--- config.mk ---
export PLATFORM = sky130hd
export DESIGN_NAME = wb_queue
export DESIGN_NICKNAME = d
export VERILOG_FILES = /design/src/rtl/cpu_pkg.sv /design/src/rtl/wb_load_align.sv /design/src/rtl/wb_queue.sv
export SDC_FILE = /design/constraint.sdc
export NUM_CORES = 1
export LEC_CHECK = 0
export CORE_MARGIN = 2
export CORE_UTILIZATION = 40
export DETAILED_ROUTE_END_ITERATION = 10
export PLACE_DENSITY_LB_ADDON = 0.12
export SKIP_CTS_REPAIR_TIMING = 1
export SYNTH_ARGS = -nofsm -noshare
export SYNTH_HDL_FRONTEND = slang
export SYNTH_SLANG_ARGS = --single-unit
--- constraint.sdc ---
create_clock -name clk -period 4.5 [get_ports clk]
set_input_delay 0.9 -clock clk [delete_from_list [all_inputs] [get_ports clk]]
set_output_delay 0.9 -clock clk [all_outputs]
set_load 0.1 [all_outputs]
--- src/rtl/cpu_pkg.sv ---
// cpu_pkg: shared align_load bit indices and writeback queue depth legality check
package cpu_pkg;
  localparam int AL_LW  = 6;
  localparam int AL_LB  = 5;
  localparam int AL_LBU = 4;
  localparam int AL_LH  = 3;
  localparam int AL_LHU = 2;
  localparam int AL_LWL = 1;
  localparam int AL_LWR = 0;
  function automatic bit depth_ok(int d);
    return d == 2 || d == 4 || d == 8;
  endfunction
endpackage

--- src/rtl/wb_load_align.sv ---
// wb_load_align: extracts load result from the data word; lwl/lwr merging only when WB_QUEUE_LWLR_EN is defined
module wb_load_align
  import cpu_pkg::*;
(
  input  logic [31:0] data,
  input  logic [31:0] rf_b,
  input  logic [1:0]  off,
  input  logic [6:0]  align_load,
  output logic [31:0] res
);
  logic [7:0]  b;
  logic [15:0] h;
  logic [31:0] lwlr;
  assign b = 8'(data >> {off, 3'b000});
  assign h = off[1] ? data[31:16] : data[15:0];
`ifdef WB_QUEUE_LWLR_EN
  // lwl fills the top bytes from the low data bytes, lwr fills the low bytes from the high data bytes
  always_comb begin
    lwlr = '0;
    if (align_load[AL_LWL])
      lwlr = (data << {~off, 3'b000}) | (rf_b & ~(32'hFFFF_FFFF << {~off, 3'b000}));
    else if (align_load[AL_LWR])
      lwlr = (data >> {off, 3'b000}) | (rf_b & ~(32'hFFFF_FFFF >> {off, 3'b000}));
  end
`else
  logic unused_rf_b;
  assign unused_rf_b = ^rf_b;
  assign lwlr = '0;
`endif
  assign res = align_load[AL_LW]  ? data :
               align_load[AL_LB]  ? {{24{b[7]}}, b} :
               align_load[AL_LBU] ? {24'b0, b} :
               align_load[AL_LH]  ? {{16{h[15]}}, h} :
               align_load[AL_LHU] ? {16'b0, h} : lwlr;
endmodule

--- src/rtl/wb_queue.sv ---
// wb_queue: in-order writeback FIFO that waits for in-order load data before retiring; WB_QUEUE_LWLR_EN enables lwl/lwr merging
module wb_queue
  import cpu_pkg::*;
#(
  parameter int DEPTH = 4
) (
  input  logic                       clk,
  input  logic                       rst_p,
  input  logic                       MA_valid,
  output logic                       WB_enable,
  input  logic [31:0]                rf_B_in,
  input  logic [4:0]                 rf_waddr_in,
  input  logic                       rf_wen_in,
  input  logic [31:0]                alu_res_in,
  input  logic                       mem_read_in,
  input  logic [6:0]                 align_load_in,
  input  logic [31:0]                MA_PC,
  input  logic                       interlayer_ready,
  input  logic [31:0]                mem_data,
  output logic                       rf_wen_leaving,
  output logic [4:0]                 rf_waddr_out,
  output logic [31:0]                rf_wdata_out,
  output logic [31:0]                debug_PC,
  output logic [3:0]                 debug_wb_rf_wen,
  output logic [4:0]                 debug_wb_rf_waddr,
  output logic [31:0]                debug_wb_rf_wdata,
  output logic [$clog2(DEPTH):0]     count,
  output logic                       data_err
);
  localparam int PW = $clog2(DEPTH);
  localparam int CW = PW + 1;
  if (!depth_ok(DEPTH)) begin : g_depth_chk
    $error("wb_queue: DEPTH must be 2, 4 or 8");
  end
  logic [31:0]      pc_q   [DEPTH];
  logic [31:0]      alu_q  [DEPTH];
  logic [31:0]      data_q [DEPTH];
  logic [4:0]       waddr_q[DEPTH];
  logic [6:0]       al_q   [DEPTH];
  logic [DEPTH-1:0] wen_q, rd_q, vld_q, ok_q;
  logic [PW-1:0]    head, tail, ld_ptr;
  logic             ld_hit, retire, enq, beat;
  logic [31:0]      head_rfb, aligned;
  assign retire    = vld_q[head] && ok_q[head];
  assign WB_enable = (count < CW'(DEPTH)) || retire;
  assign enq       = MA_valid && WB_enable;
  assign beat      = interlayer_ready;
  // load pointer: oldest valid entry still waiting for its data beat, searched from the head
  always_comb begin
    ld_ptr = head;
    ld_hit = 1'b0;
    for (int i = DEPTH - 1; i >= 0; i--)
      if (vld_q[head + PW'(i)] && !ok_q[head + PW'(i)]) begin
        ld_ptr = head + PW'(i);
        ld_hit = 1'b1;
      end
  end
  // queue control: pointers, occupancy, per-entry flags and the sticky stray-beat error
  always_ff @(posedge clk) begin
    if (rst_p) begin
      head     <= '0;
      tail     <= '0;
      count    <= '0;
      vld_q    <= '0;
      ok_q     <= '0;
      data_err <= 1'b0;
    end else begin
      if (retire) begin
        vld_q[head] <= 1'b0;
        head        <= head + 1'b1;
      end
      if (beat && ld_hit) ok_q[ld_ptr] <= 1'b1;
      if (beat && !ld_hit) data_err <= 1'b1;
      if (enq) begin
        vld_q[tail] <= 1'b1;
        ok_q[tail]  <= !mem_read_in;
        tail        <= tail + 1'b1;
      end
      count <= count + CW'(enq) - CW'(retire);
    end
  end
  // entry payload and load data storage; contents are only meaningful while the entry is valid
  always_ff @(posedge clk) begin
    if (enq) begin
      pc_q[tail]    <= MA_PC;
      alu_q[tail]   <= alu_res_in;
      waddr_q[tail] <= rf_waddr_in;
      al_q[tail]    <= align_load_in;
      wen_q[tail]   <= rf_wen_in;
      rd_q[tail]    <= mem_read_in;
    end
    if (beat && ld_hit) data_q[ld_ptr] <= mem_data;
  end
`ifdef WB_QUEUE_LWLR_EN
  logic [31:0] rfb_q [DEPTH];
  // rf_B is only kept for the lwl/lwr merge
  always_ff @(posedge clk) begin
    if (enq) rfb_q[tail] <= rf_B_in;
  end
  assign head_rfb = rfb_q[head];
`else
  logic unused_rf_b;
  assign unused_rf_b = ^rf_B_in;
  assign head_rfb    = '0;
`endif
  wb_load_align u_align (
    .data      (data_q[head]),
    .rf_b      (head_rfb),
    .off       (alu_q[head][1:0]),
    .align_load(al_q[head]),
    .res       (aligned)
  );
  assign rf_wen_leaving    = retire && wen_q[head];
  assign rf_waddr_out      = waddr_q[head];
  assign rf_wdata_out      = rd_q[head] ? aligned : alu_q[head];
  assign debug_PC          = pc_q[head];
  assign debug_wb_rf_wen   = {4{rf_wen_leaving}};
  assign debug_wb_rf_waddr = rf_waddr_out;
  assign debug_wb_rf_wdata = rf_wdata_out;
endmodule

Word level (Yosys, flattened, before mapping). Memory sizes are Yosys's and may differ from the RTL's. A register that Yosys moved wholly into a read port is not among the register bits. Cells that the tools add are included.

Bits in registers: 24. Latch bits: 0. Bits in writable memories: 432. Memory bits (read-only): 0. Input port bits: 146. Output and inout port bits: 116. Word-level logic and storage cells: 117. Memories: 5.

Memories: alu_q (depth 4, width 32, read ports 1, clocked after memory_dff 1, wr ports 1, RTL line wb_queue.sv:36) `logic [31:0] alu_q [DEPTH];`; data_q (depth 4, width 32, read ports 1, clocked after memory_dff 1, wr ports 1, RTL line wb_queue.sv:37) `logic [31:0] data_q [DEPTH];`; pc_q (depth 4, width 32, read ports 1, clocked after memory_dff 1, wr ports 1, RTL line wb_queue.sv:35) `logic [31:0] pc_q [DEPTH];`; al_q (depth 4, width 7, read ports 1, clocked after memory_dff 1, wr ports 1, RTL line wb_queue.sv:39) `logic [6:0] al_q [DEPTH];`; waddr_q (depth 4, width 5, read ports 1, clocked after memory_dff 1, wr ports 1, RTL line wb_queue.sv:38) `logic [4:0] waddr_q[DEPTH];`.

Add/subtract/negate cells: 6. $mul: 0. Divide/modulo/power cells: 0. $lt $le $gt $ge: 10. Eq/ne operators: 0. Shift operators: 1. Mux-type cells: 64. Bitwise gates (word level): 4. Reduce and logical (&&, ||, !) cells: 19.

Operators with widths (number): $mux 32 (5); $mux 16 (2); $shr 32x5->8 (1); $mux 2 (14); $mux 4 (6); $mux 1 (21); $bmux 1 s2 (10); $lt 2x3->1 const B (6); $bwmux 4 (3); $logic_and 1x1->1 (12); $or 4x4->4 (2); $demux 1 s2 (3); $ge 2x1->1 const B (3); $logic_not 1->1 (6); $add 2x1->2 const B (2); $add 2x2->2 const B (2); $and 4x4->4 (1); $not 4->4 (1); $add 3x1->3 (1); $lt 3x3->1 const B (1); $sub 3x1->3 (1); $logic_or 1x1->1 (1).

Longest topological paths before layout. Gate-level depths: netlist (run 1).

Word-level depth: 18. Gate-level depth with buffers: 12. Mapped depth without buffers: 10.

Cells and area by module. A second synthesis (run 1) with hierarchy kept.

Cell total of the unflattened synthesis: 900. Area total of the unflattened synthesis: 18455.2 µm².

Modules (own cells, without submodules): wb_queue (times used 1, cells an instance 793, area each 17749.5 µm², sequential area each 13573.0 µm²); wb_load_align (times used 1, cells an instance 107, area each 705.7 µm², sequential area each 0.0 µm²).

Worst setup path before layout (run 1). No wires, ideal clock.

Kind: reg-to-output. Start: reg (tool-made name). End: out rf_wdata_out[7]. Data arrival time: 4.844 ns. Required time: 3.600 ns. Path slack: -1.244 ns. Cell stages (with the launch flop): 9. Buffers on the path: 3. Cells stage by stage: dfxtp_1 buf_6 buf_2 mux4_2 or2_2 nor2_2 a211oi_1 a221oi_1 buf_4.

RTL lines: to (decl) (RTL line wb_queue.sv:22) `output logic [31:0] rf_wdata_out,`.

==> results of run 1 <==
-- final timing paths --
check	from	to	slack [ns]	cells after the start
min	data_err$_SDFFE_PP0P_	data_err$_SDFFE_PP0P_	0.47	2
max reg2reg	head[0]$_SDFFE_PP0P_	data_q[2][17]$_DFFE_PP_	1.01	6
max	flop	debug_wb_rf_wdata[3]	0.22	8
min reg2reg	data_err$_SDFFE_PP0P_	data_err$_SDFFE_PP0P_	0.47	2
-- power by group through the flow --
stage	Clock [mW]	Sequential [mW]	Combinational [mW]
after floorplan	0	5.30	3.89
after global placement	0	5.21	5.72
after detailed placement	0	5.23	5.73
after CTS	3.86	5.14	5.73
after global routing	4.03	5.17	5.88
final	3.75	5.14	5.69
-- kinds of logic (layout without fill, tap and decap cells) --
group                      after synthesis  in the layout  share of synthesized area
AOI/OAI and AO/OA                       91             91                    0.03173
muxes                                  136            136                     0.1569
xor gates and xnor gates                 6              6                   0.002929
adders and majority gates               11             11                   0.008090
and+or+nand+nor                        100            100                    0.02567
other                                    0              1                          0
DFF                                    450            450                     0.7431
buffers and inverters                   96            357                    0.03152
-- cell usage in the layout (no fill, tap or decap), types with 4 or more instances in the layout --
| master | instances |
|---|---|
| mux2_2 | 17 |
| ha_1 | 10 |
| nor2_1 | 18 |
| a21oi_1 | 12 |
| mux2i_1 | 6 |
| xnor2_1 | 6 |
| and3_1 | 4 |
| clkinv_1 | 9 |
| a21oi_2 | 7 |
| o21ai_0 | 18 |
| a221oi_1 | 8 |
| mux4_1 | 5 |
| nand2b_1 | 5 |
| clkdlybuf4s50_1 | 115 |
| nand2_1 | 31 |
| o21ai_2 | 7 |
| clkinv_2 | 9 |
| nor2b_1 | 11 |
| nor2_2 | 15 |
| edfxtp_1 | 432 |
| nand3_1 | 10 |
| inv_1 | 9 |
| dfxtp_1 | 16 |
| bufinv_16 | 4 |
| mux4_2 | 108 |
| o211ai_1 | 4 |
| o22ai_1 | 22 |
| clkbuf_1 | 14 |
| buf_4 | 75 |
| buf_12 | 69 |
| clkbuf_16 | 47 |
-- worst max-delay path: stages (launching register included) --
cell and delay (ns):
dfxtp_4 0.51, buf_12 0.25, mux4_2 0.58, o21a_1 0.33
a21oi_1 0.18, buf_4 0.20, a221oi_1 0.10, o21ai_2 0.40
buf_12 0.23
-- layer usage --
| metal | share of wire | wire [um] |
|---|---|---|
| met1 | 0.43 | 17230 |
| met2 | 0.49 | 19750 |
| met3 | 0.063 | 2542 |
| met4 | 0.016 | 641 |
| met5 | 0.00080 | 32 |
-- area by class of cell --
cell class	instances	area [um2]
antenna	1	2.502
tap	592	740.7
multi-input combinational	344	4143
sequential	450	13340
fill	3537	21340
inverter	13	53.80
timing repair buffer	260	3110
clock inverter	21	234.0
clock buffer	63	1256
-- flip-flops by register name, indices dropped and copies added, names as in the netlist, 3 cells and up, named ones only --
| name | cells |
|---|---|
| ok_q | 4 |
| count | 3 |
| vld_q | 4 |
| waddr_q | 20 |
| alu_q | 128 |
| al_q | 20 |
| wen_q | 4 |
| pc_q | 128 |
| data_q | 128 |
| rd_q | 4 |
-- through the flow --
step                      instance area [um2]  TNS (ns)  utilization
after floorplan                         18030    -1.042            -
after global placement                  21350         0       0.4827
after detailed placement                21350         0       0.4827
after CTS                               22840    -3.342       0.5164
after global routing                    22880         0       0.5174
final                                   22880         0       0.5174
==> impl_metrics.env, run 1 <==
export IMPL_outcome="finished, final reports clean"
export IMPL_synth_distinct_cells=42
export IMPL_switchingPower_mw=5.588
export IMPL_cellLeakagePower_nw=7.457
export IMPL_arrival_ns=3.38
export IMPL_finalCriticalPeriod_ns=4.281
export IMPL_synth_most_common_cell="edfxtp_1"
export IMPL_yosys_top_cells_count="432 x edfxtp_1, 108 x mux4_2, 41 x buf_4"
export IMPL_worstMarginPinSlew_ns=0.9927
export IMPL_drc=0
export IMPL_fmax_mhz=233.6
export IMPL_groute_usage_overall=0.1756
export IMPL_synth_top_area_frac=0.7231
export IMPL_placed_cells=1658
export IMPL_cts_buffers=47
export IMPL_die_area_um2=46560
export IMPL_worst_slack_ns=0.2191
export IMPL_initial_core_util=0.4057
export IMPL_ys_ff_latch=450
export IMPL_port_buffers=227
export IMPL_dpl_hpwl_mm=26.16
export IMPL_gp_congestion=0.7912
export IMPL_ir_worst_vdd_v=0.0005072
export IMPL_power_frac_comb=0.391
export IMPL_grt_pass1_wl_mm=60.66
export IMPL_internal_power_mw=8.986
export IMPL_power_density_nw_per_um2=637.0
export IMPL_worst_setup_path_type="flop to output pin"
export IMPL_ys_warnings_count=0
export IMPL_clock_sinks=450
export IMPL_period_share=0.9513
export IMPL_gr_usage_met1=0.2389
export IMPL_grt_pass1_vias=9359
export IMPL_busiest_layer="met2"
export IMPL_grt_setup_unrepaired="false"
export IMPL_drive_gt1_frac=0.3241
export IMPL_clockBufferDepth=3
export IMPL_use_met3=0.04567
export IMPL_hold_viol_final=0
export IMPL_globalRouteMet2Util=0.2845
export IMPL_finalPower_mw=14.57
export IMPL_core_um2=44220
export IMPL_startpoint_type="flop"
export IMPL_ys_seq_area_frac=0.7431
export IMPL_synth_edff_count=432
export IMPL_routed_wl_mm=40.20
export IMPL_fin_hold_ws_ns=0.4699
export IMPL_synthFlopType="edfxtp_1"
export IMPL_wl_per_cell_um=23.05
export IMPL_cap_violations=0
export IMPL_max_slew_margin=0.3361
export IMPL_critPathCaptureType="output pin"
export IMPL_avgSynthCellArea_um2=20.16
export IMPL_drt_first_pass_iters=6
export IMPL_drtAntennaViolNets=0
export IMPL_hold_path_class="flop to flop"
export IMPL_overflow=0
export IMPL_grt_max_degree=77
export IMPL_setup_viol=0
export IMPL_cts_max_level=2
export IMPL_clk_latency_ns=0.58
export IMPL_num_io_pins=262
export IMPL_yosys_area_top_type="edfxtp_1"
export IMPL_power_frac_clock=0.257
export IMPL_fin_nets=1273
export IMPL_area_delta_synth_final_pct=27.53
export IMPL_die_x_um=215.8
export IMPL_cp_required_ns=3.60
export IMPL_synth_nets=1047
export IMPL_vias_per_cell=5.189
export IMPL_vias=9049
export IMPL_instances_no_fill=1744
export IMPL_syn_area_um2=17940
export IMPL_syn_instance_count=890
export IMPL_crit_fanout=21
export IMPL_swShare=0.3834
export IMPL_die_h_um=215.8
export IMPL_rows=77
export IMPL_antenna_found_initial=5
export IMPL_cts_tree="built"
export IMPL_synthArstFlopShare=0
export IMPL_pwr_share_seq=0.352
export IMPL_dp_slack_ns=0.4712
export IMPL_first_iter_violations=612
export IMPL_path_clk_slew_ns=0.06
export IMPL_final_max_slew_viol_count=0
export IMPL_ys_top_cells_by_area="edfxtp_1 72%, mux4_2 14%, dfxtp_1 2.0%"
export IMPL_clockRootBuffer="clkbuf_16"
export IMPL_final_setup_skew_ns=0.02073
Power figures use the tool's default switching activity.
==> inputs of run 2 (changes only) <==
--- a/config.mk
+++ b/config.mk
@@ -7,7 +7,9 @@
 export LEC_CHECK = 0
 export CORE_MARGIN = 2
 export CORE_UTILIZATION = 40
+export CTS_BUF_LIST = sky130_fd_sc_hd__clkbuf_4
 export DETAILED_ROUTE_END_ITERATION = 10
+export HOLD_SLACK_MARGIN = 0.05
 export PLACE_DENSITY_LB_ADDON = 0.12
 export SKIP_CTS_REPAIR_TIMING = 1
 export SYNTH_ARGS = -nofsm -noshare
==> impl_metrics.env, run 2 (synthesis gave the netlist of run 1 again) <==
export IMPL_outcome="finished, final reports clean"
export IMPL_period_share=0.9746
export IMPL_fin_util=0.5192
export IMPL_dpl_hpwl_mm=26.16
export IMPL_multi_input_area_um2=4155
export IMPL_drtAntennaViolNets=0
export IMPL_overflow=0
export IMPL_initial_core_util=0.4057
export IMPL_critPathCaptureType="output pin"
export IMPL_cellLeakagePower_nw=7.644
export IMPL_rows=77
export IMPL_power_frac_clock=0.236
export IMPL_cts_max_level=3
export IMPL_clock_sinks=450
export IMPL_arrival_ns=3.49
export IMPL_gp_congestion=0.7912
export IMPL_finalCriticalPeriod_ns=4.386
export IMPL_setup_viol=0
export IMPL_hold_start="data_err$_SDFFE_PP0P_"
export IMPL_worst_setup_path_type="flop to output pin"
export IMPL_port_buffers=227
export IMPL_final_setup_skew_ns=0.06617
export IMPL_crit_fanout=10
export IMPL_die_area_um2=46560
export IMPL_final_cell_mix="432 x edfxtp_1, 154 x clkbuf_4, 115 x clkdlybuf4s50_1"
export IMPL_clockBufferDepth=3
export IMPL_pwr_share_seq=0.361
export IMPL_switchingPower_mw=5.674
export IMPL_wl_per_cell_um=21.79
export IMPL_ir_worst_vdd_v=0.0005106
export IMPL_cap_violations=0
export IMPL_die_h_um=215.8
export IMPL_num_io_pins=262
export IMPL_cts_buffers=114
export IMPL_cts_tree="built"
export IMPL_min_to="data_err$_SDFFE_PP0P_"
export IMPL_path_clk_slew_ns=0.06
export IMPL_clk_latency_ns=0.85
export IMPL_groute_usage_overall=0.1787
export IMPL_drc=0
export IMPL_final_max_slew_viol_count=0
export IMPL_power_density_nw_per_um2=619.5
export IMPL_fmax_mhz=228.0
export IMPL_reg2reg_from="head[1]$_SDFFE_PP0P_"
export IMPL_hold_path_depth=2
export IMPL_vias=9606
export IMPL_internal_power_mw=8.548
export IMPL_area_delta_synth_final_pct=27.97
export IMPL_n_fill_cell=3609
export IMPL_worstMarginPinSlew_ns=0.9927
export IMPL_clockRootBuffer="clkbuf_4"
export IMPL_vias_per_cell=5.110
export IMPL_seqCellArea_um2=13340
export IMPL_power_frac_comb=0.403
export IMPL_first_iter_violations=554
export IMPL_grt_max_degree=77
export IMPL_fin_nets=1349
export IMPL_die_x_um=215.8
export IMPL_worstReg2RegEnd="data_q[2][1]$_DFFE_PP_"
export IMPL_max_slew_margin=0.3361
export IMPL_layout_commonest_cell="edfxtp_1"
export IMPL_drive_gt1_frac=0.3849
export IMPL_top_regs="alu_q (128), data_q (128), pc_q (128)"
export IMPL_hold_path_class="flop to flop"
export IMPL_antenna_found_initial=6
export IMPL_routed_wl_mm=40.97
export IMPL_reg2reg_slack_ns=1.14
export IMPL_drt_first_pass_iters=5
export IMPL_startpoint_type="flop"
export IMPL_hold_viol_final=0
export IMPL_swShare=0.3990
export IMPL_setup_tns_ns=0
export IMPL_grt_pass1_wl_mm=61.71
export IMPL_r2r_cells=7
export IMPL_cp_required_ns=3.60
export IMPL_grt_pass1_vias=9933
export IMPL_core_um2=44220
-- run 2: critical path, cell delays in order, from the launching register on --
cell and delay [ns]:
dfxtp_4 0.47, buf_4 0.18, mux4_1 0.67, mux4_2 0.32, a21oi_4 0.06, and2_4 0.23
buf_4 0.19, nor2_1 0.33, buf_12 0.23
-- run 2: cell type report --
type,count,area share
sequential,450,0.5811
multi-input combinational,344,0.1810
timing repair buffer,269,0.1397
clock buffer,154,0.05035
tap,592,0.03226
clock inverter,56,0.01302
inverter,13,0.002343
antenna,2,0.0002180
-- run 2: metal layers --
metal / GRT usage / vias up / share of wire
met5: 0 / - / 0.00078
met4: 0.06805 / 6 / 0.019
met3: 0.04848 / 61 / 0.069
met2: 0.2877 / 364 / 0.50
met1: 0.2329 / 4867 / 0.41
li1: - / 4308 / -
-- run 2: worst max path at each step --
stage,from,endpoint,cells past startpoint
floorplan,flop,rf_wdata_out[23],9
global placement,flop,debug_wb_rf_wdata[7],8
detailed placement,flop,rf_wdata_out[7],8
CTS,flop,rf_wdata_out[7],8
global route,flop,debug_wb_rf_wdata[17],8
finish,flop,debug_wb_rf_wdata[17],8
-- run 2: power groups by stage --
stage               logic [mW]  registers [mW]  clock network, mW
floorplan                 3.89            5.30                  0
global placement          5.72            5.21                  0
detailed placement        5.73            5.23                  0
CTS                       5.74            5.14               3.50
global route              5.93            5.16               3.72
finish                    5.74            5.13               3.35
-- run 2: through the flow --
step           hold WS, ns  power, mW  cells  cell area (um2)  worst slack [ns]
6_report            0.4715      14.22   1880            22960            0.1144
3_3_place_gp        0.4672      10.93   1658            21350            0.4682
2_1_floorplan       0.4553      9.185    890            18030           -0.2968
3_5_place_dp        0.4623      10.95   1658            21350            0.4712
4_1_cts             0.4791      14.37   1868            22800           -0.4359
5_1_grt             0.5216      14.81   1879            22960          -0.01175
==> inputs of run 3 (changes only) <==
--- a/config.mk
+++ b/config.mk
@@ -5,6 +5,7 @@
 export SDC_FILE = /design/constraint.sdc
 export NUM_CORES = 1
 export LEC_CHECK = 0
+export CAP_MARGIN = 20
 export CORE_MARGIN = 2
 export CORE_UTILIZATION = 40
 export CTS_BUF_LIST = sky130_fd_sc_hd__clkbuf_4
==> results of run 3 <==
Final layout, timing and power as in run 2 (identical DEF).
